**config.mk**
```make
export PLATFORM = sky130hd
export DESIGN_NAME = conv_fill_sched
export DESIGN_NICKNAME = d
export VERILOG_FILES = /design/src/rtl/conv_fill_sched.sv
export SDC_FILE = /design/constraint.sdc
export NUM_CORES = 1
export LEC_CHECK = 0
export CORE_MARGIN = 3
export CORE_UTILIZATION = 30
export DETAILED_ROUTE_END_ITERATION = 8
export GPL_TIMING_DRIVEN = 0
export PLACE_DENSITY_LB_ADDON = 0.3
export SYNTH_ARGS = -nofsm -noshare
export SYNTH_HDL_FRONTEND = slang
export SYNTH_SLANG_ARGS = --single-unit
```
**constraint.sdc**
```tcl
create_clock -name clk -period 5.8 [get_ports clk]
set_clock_uncertainty 0.15 [all_clocks]
set_input_delay 1.16 -clock clk [delete_from_list [all_inputs] [get_ports clk]]
set_output_delay 1.16 -clock clk [all_outputs]
set_load 0.05 [all_outputs]
```
**src/rtl/conv_fill_sched.sv**
```systemverilog
// Job-level fill scheduler for the conv-unit array: round-robin block reads from the shared
// DDR channel into per-unit weight/feature buffers, array advance gating and job completion.
module conv_fill_sched #(
    parameter int N_CONV_UNIT     = 8,
    parameter int DATA_WIDTH      = 64,
    parameter int UNIT_BURSTS_WEI = 32,
    parameter int UNIT_BURSTS_FTM = 1024,
    parameter int B_BLK           = 16
) (
    input  logic                             clk,
    input  logic                             rst,
    input  logic                             start,
    input  logic [B_BLK-1:0]                 cfg_n_wei_blk,
    input  logic [B_BLK-1:0]                 cfg_n_ftm_blk,
    output logic                             busy,
    output logic                             done,
    input  logic [N_CONV_UNIT-1:0]           wb_full,
    input  logic [N_CONV_UNIT-1:0]           fb_full,
    input  logic [N_CONV_UNIT-1:0]           wb_suff,
    input  logic [N_CONV_UNIT-1:0]           fb_suff,
    input  logic                             compute_done,
    output logic                             wb_clr,
    output logic                             fb_clr,
    output logic [N_CONV_UNIT-1:0]           wb_we,
    output logic [N_CONV_UNIT-1:0]           fb_we,
    output logic [DATA_WIDTH-1:0]            di,
    output logic                             rd_req,
    output logic [$clog2(2*N_CONV_UNIT)-1:0] rd_sel,
    output logic [15:0]                      rd_beats,
    input  logic                             rd_ack,
    input  logic [DATA_WIDTH-1:0]            rd_data,
    input  logic                             rd_valid,
    output logic                             rd_ready,
    output logic                             pipe_en
);

    localparam int N_REQ = 2 * N_CONV_UNIT;
    localparam int SEL_W = $clog2(N_REQ);
    localparam int CNT_W = $clog2(UNIT_BURSTS_FTM) + 1;
    localparam logic [15:0] BEATS_WEI = 16'(UNIT_BURSTS_WEI);
    localparam logic [15:0] BEATS_FTM = 16'(UNIT_BURSTS_FTM);

    typedef enum logic [2:0] {S_IDLE, S_ARB, S_REQ, S_STREAM, S_DRAIN} state_t;

    state_t                r_state;
    state_t                w_state_nxt;
    logic [B_BLK-1:0]      r_rem [N_REQ];
    logic [SEL_W-1:0]      r_ptr;
    logic [SEL_W-1:0]      r_sel;
    logic [15:0]           r_beats;
    logic [CNT_W-1:0]      r_cnt;
    logic                  r_busy;
    logic                  r_done;
    logic                  r_clr;
    logic                  r_pipe_en;
    logic [N_REQ-1:0]      r_we_p1;
    logic [DATA_WIDTH-1:0] r_di_p1;

    logic [N_REQ-1:0]      w_full;
    logic [N_REQ-1:0]      w_elig;
    logic                  w_any_rem;
    logic                  w_any_elig;
    logic [SEL_W-1:0]      w_pick;
    logic [SEL_W:0]        w_j;
    logic                  w_vld_p0;
    logic                  w_last;
    logic [CNT_W-1:0]      w_cnt_inc;
    logic [SEL_W-1:0]      w_sel_inc;

    // Requester k < N is weight unit k, k >= N is feature unit k-N.
    assign w_full = {fb_full, wb_full};

    always_comb begin
        w_elig    = '0;
        w_any_rem = 1'b0;
        for (int k = 0; k < N_REQ; k++) begin
            w_elig[k] = (r_rem[k] != '0) && !w_full[k];
            w_any_rem = w_any_rem | (r_rem[k] != '0);
        end
    end

    // Rotating priority: first eligible requester at or after r_ptr, wrapping at N_REQ.
    always_comb begin
        w_pick     = '0;
        w_any_elig = 1'b0;
        w_j        = '0;
        for (int i = 0; i < N_REQ; i++) begin
            w_j = {1'b0, r_ptr} + (SEL_W+1)'(i);
            if (w_j >= (SEL_W+1)'(N_REQ)) begin
                w_j = w_j - (SEL_W+1)'(N_REQ);
            end
            if (!w_any_elig && w_elig[w_j[SEL_W-1:0]]) begin
                w_any_elig = 1'b1;
                w_pick     = w_j[SEL_W-1:0];
            end
        end
    end

    assign w_vld_p0  = (r_state == S_STREAM) && rd_valid;
    assign w_cnt_inc = r_cnt + 1'b1;
    assign w_last    = w_vld_p0 && (w_cnt_inc == r_beats[CNT_W-1:0]);
    assign w_sel_inc = (r_sel == SEL_W'(N_REQ - 1)) ? '0 : r_sel + 1'b1;

    always_comb begin
        w_state_nxt = r_state;
        case (r_state)
            S_IDLE:   if (start) w_state_nxt = S_ARB;
            S_ARB: begin
                if (w_any_elig) w_state_nxt = S_REQ;
                else if (!w_any_rem) w_state_nxt = S_DRAIN;
            end
            S_REQ:    if (rd_ack) w_state_nxt = S_STREAM;
            S_STREAM: if (w_last) w_state_nxt = S_ARB;
            S_DRAIN:  if (compute_done) w_state_nxt = S_IDLE;
            default:  w_state_nxt = S_IDLE;
        endcase
    end

    always_ff @(posedge clk) begin
        if (rst) begin
            r_state   <= S_IDLE;
            r_ptr     <= '0;
            r_sel     <= '0;
            r_beats   <= '0;
            r_cnt     <= '0;
            r_busy    <= 1'b0;
            r_done    <= 1'b0;
            r_clr     <= 1'b0;
            r_pipe_en <= 1'b0;
            r_we_p1   <= '0;
            r_di_p1   <= '0;
            for (int k = 0; k < N_REQ; k++) begin
                r_rem[k] <= '0;
            end
        end else begin
            r_state   <= w_state_nxt;
            r_clr     <= (r_state == S_IDLE) && start;
            r_done    <= (r_state == S_DRAIN) && compute_done;
            r_pipe_en <= r_busy && (&wb_suff) && (&fb_suff);
            // p0 -> p1: accepted beat becomes buffer write data and one-hot enable
            r_we_p1   <= w_vld_p0 ? (N_REQ'(1) << r_sel) : '0;
            if (w_vld_p0) begin
                r_di_p1 <= rd_data;
            end
            case (r_state)
                S_IDLE: begin
                    if (start) begin
                        r_busy <= 1'b1;
                        for (int k = 0; k < N_REQ; k++) begin
                            r_rem[k] <= (k < N_CONV_UNIT) ? cfg_n_wei_blk : cfg_n_ftm_blk;
                        end
                    end
                end
                S_ARB: begin
                    if (w_any_elig) begin
                        r_sel   <= w_pick;
                        r_beats <= (w_pick < SEL_W'(N_CONV_UNIT)) ? BEATS_WEI : BEATS_FTM;
                    end
                end
                S_REQ: begin
                    r_cnt <= '0;
                end
                S_STREAM: begin
                    if (w_vld_p0) begin
                        r_cnt <= w_cnt_inc;
                        if (w_last) begin
                            r_rem[r_sel] <= r_rem[r_sel] - 1'b1;
                            r_ptr        <= w_sel_inc;
                        end
                    end
                end
                S_DRAIN: begin
                    if (compute_done) begin
                        r_busy <= 1'b0;
                    end
                end
                default: ;
            endcase
        end
    end

    assign busy     = r_busy;
    assign done     = r_done;
    assign wb_clr   = r_clr;
    assign fb_clr   = r_clr;
    assign wb_we    = r_we_p1[N_CONV_UNIT-1:0];
    assign fb_we    = r_we_p1[N_REQ-1:N_CONV_UNIT];
    assign di       = r_di_p1;
    assign rd_req   = (r_state == S_REQ);
    assign rd_sel   = r_sel;
    assign rd_beats = r_beats;
    assign rd_ready = (r_state == S_STREAM);
    assign pipe_en  = r_pipe_en;

endmodule
```
==> out/metrics.csv <==
stage,metric,value,unit
pwr,p_leak,8.75,nW
clocking,clk_path_buf_depth,3,
timing,finalHoldViolCount,0,
hold_path,min_path_cells,2,
final_layout,area_growth,24.5,%
grt,grt_max_degree,17,
timing,clock.fmax,0.177,GHz
final_layout,finalNetCount,2354,
grt,grt_pass1_wl,112000,um
worst_setup_path,endpoint_kind,flop,
clocking,cts_tree,done,
clocking,cts_root_buf,clkbuf_16,
grt,antenna_found_initial,5,
job,maxCapViolCount,1,
place,hpwlAfterDp,59100,um
logic_synthesis,synth.cell_area,20100,um2
timing,relSlewSlack,0.000959,
worst_setup_path,crit_slowest_cell,a41oi_1,
detailed_routing,finalWirelength,76100,um
timing,setup-tns-final,0,ns
worst_setup_path,crit_buf_inv,0,
detailed_routing,drcViolationCount,0,
detailed_routing,dr.pass1.iters,6,
detailed_routing,ant_nets,0,
detailed_routing,viasPerCell,5.78,
clocking,h-tree-depth,2,
worst_setup_path,worst_setup_path_start_kind,flop,
logic_synthesis,syn-instance-count,1915,
worst_setup_path,cpLargestDelayFamily,simple AND/OR/NAND/NOR gates,
worst_setup_path,path_max_fanout,9,
grt,overflow,0,
worst_setup_path,path_cells,nor4_1 -> a41oi_1 -> a22o_1 -> a221oi_1 -> mux4_2 -> o21ai_0 -> or4_1 -> or3_1 -> nand2_1 -> mux2_2 -> and3_1,
final_layout,final_common_cell,nand2_1,
logic_synthesis,synth_area_per_cell,10.5,um2
die,die-area,70000,um2
logic_synthesis,synth.largest_area_cell,edfxtp_1,
final_layout,instances_no_fill,3101,
timing,setup_viol,0,
die,start_util,0.304,
clocking,clk_pin_slew,0.06,ns
die,core_area,66000,um2
place,numPortBuffers,226,
clocking,cts_sinks,367,
clocking,clock_latency,0.61,ns
detailed_routing,drtIter0Drc,2091,
grt,grt_pass1_vias,17500,
clocking,cts_buffers,42,
timing,report.final.slew_viol_count,0,
logic_synthesis,synth-edff-count,256,
die,ios,241,
worst_setup_path,critical_path_class,reg -> reg,
logic_synthesis,ys_types,72,
final_layout,drive_gt1_frac,0.107,
worst_setup_path,crit_cells,11,
place,globalplace.congestion,0.959,
place,placedCellCount,3019,
die,die_width,265,um
clocking,postCtsHoldBufs,0,
grt,grtUsageTotal,0.210,
pwr,ir_drop,0.236,mV
logic_synthesis,ys.flop_type,edfxtp_1,
final_layout,layout_common_cells,"nand2_1, edfxtp_1, clkdlybuf4s50_1, o21ai_0, dfxtp_1",
timing,finalCritPeriodShare,0.973,
logic_synthesis,yosys_warnings,0,
die,dieHeight,265,um
detailed_routing,vias,17900,
logic_synthesis,synthTopCellsByArea,"edfxtp_1, dfxtp_1, mux4_2",
timing,tightest_slew,1.48,ns
worst_setup_path,r2r_cells,11,
pwr,power.density,349,nW/um2
die,num_rows,94,
worst_setup_path,required,6.08,ns
timing,min_period,5.64,ns
outcome,violations,capacitance limit,
logic_synthesis,yosysTopAreaCellShare,0.383,
logic_synthesis,synth-seq-area-share,0.494,
logic_synthesis,ys_async_sr_fraction,0,
outcome,status,"complete, but fails checks",
timing,whs,0.302,ns
hold_path,hold_path.class,reg -> reg,
logic_synthesis,synth-seq-cells,367,
worst_setup_path,cpPeakStageDelay,0.88,ns
worst_setup_path,crit_arrival,5.92,ns
detailed_routing,routedWlPerCell,24.5,um
-- final timing paths --
path	from	end	slack, ns
setup / recovery	r_rem[6][4]$_DFFE_PP_	rd_sel[1]$_SDFFE_PP0P_	0.16
hold / removal	di[34]$_SDFFE_PP0P_	di[34]$_SDFFE_PP0P_	0.30
setup reg to reg	r_rem[6][4]$_DFFE_PP_	rd_sel[1]$_SDFFE_PP0P_	0.16
hold reg to reg	di[34]$_SDFFE_PP0P_	di[34]$_SDFFE_PP0P_	0.30
-- through the flow --
| step | setup slack (ns) | area [um2] | util | power (mW) |
|---|---|---|---|---|
| 3_3_place_gp | -1.08 | 23400 | 0.355 | 6.07 |
| 2_1_floorplan | 0.864 | 20100 | - | 5.02 |
| 4_1_cts | 0.0122 | 24800 | 0.377 | 8.70 |
| 5_1_grt | -0.0103 | 25000 | 0.378 | 9.04 |
| 3_5_place_dp | -1.07 | 23500 | 0.356 | 6.11 |
| 6_report | 0.156 | 25000 | 0.378 | 8.72 |
-- state kept, by name (all words and copies together), names as in the netlist, 2 cells and up, named ones only --
signal	cells
r_we_p1	16
di	64
r_ptr	4
r_state	3
r_rem	256
rd_sel	3
r_cnt	11
rd_beats	2
-- final cells by class --
| type | instances | area, um2 |
|---|---|---|
| Tap cell | 864 | 1080 |
| Clock inverter | 13 | 161 |
| Inverter | 15 | 60.1 |
| Multi-Input combinational cell | 1407 | 9630 |
| Clock buffer | 62 | 1180 |
| Buffer | 137 | 624 |
| Fill cell | 6377 | 41000 |
| Sequential cell | 367 | 9910 |
| Timing Repair Buffer | 234 | 2320 |
| Antenna cell | 2 | 5.00 |
-- layer usage --
layer / part of all wire / vias to the layer above / global-route usage
met4: 0.039 / 2 / 0.0799
met2: 0.44 / 1077 / 0.320
met1: 0.41 / 8826 / 0.287
met3: 0.11 / 156 / 0.0554
met5: 0.00017 / - / 0
li1: - / 7856 / -
-- kinds of logic (layout without fill, tap and decap cells) --
| group | after synthesis | after routing | share of synthesized area |
|---|---|---|---|
| other | 1 | 16 | 0.000187 |
| buffers and inverters | 154 | 461 | 0.0334 |
| adder cells (fa/ha/maj) | 16 | 16 | 0.00998 |
| flip-flops | 367 | 367 | 0.494 |
| multiplexers | 172 | 172 | 0.142 |
| AND/OR/NAND/NOR | 693 | 693 | 0.164 |
| XOR/XNOR | 34 | 34 | 0.0148 |
| AO/OA/AOI/OAI | 478 | 478 | 0.141 |
-- worst register-to-register path, cell delays in order (launching register included) --
cell and delay [ns]:
edfxtp_1 0.40, nor4_1 0.82, a41oi_1 0.88, a22o_1 0.47, a221oi_1 0.38, mux4_2 0.40, o21ai_0 0.16, or4_1 0.64
or3_1 0.46, nand2_1 0.22, mux2_2 0.35, and3_1 0.17
-- report_power, final --
group          total (mW)  switching [mW]  internal (mW)
registers            3.55           0.253           3.30
clock network        2.60            1.13           1.47
logic                2.57            1.76          0.810
total                8.72            3.15           5.57
-- cells in the mapped netlist (20+ instances only) --
library cell and instances:
nor3_1 24, o21ai_0 226, edfxtp_1 256, nand2b_1 28, xnor2_1 20, nand3_1 21, a41oi_1 31, nand2_1 314
nand4_1 29, clkbuf_1 107, a21oi_1 97, mux4_2 90, nor2_1 106, nor2b_1 21, nor4_1 78, dfxtp_1 111
mux2i_1 76
-- timing repair --
| action | CTS | global route |
|---|---|---|
| setup endpoints to repair | 123 | 75 |
| resized for setup | 12 | 22 |
| buffers inserted | 2 | 3 |
| pin swaps | 1 | 0 |
(Power assumes the default switching activity.)
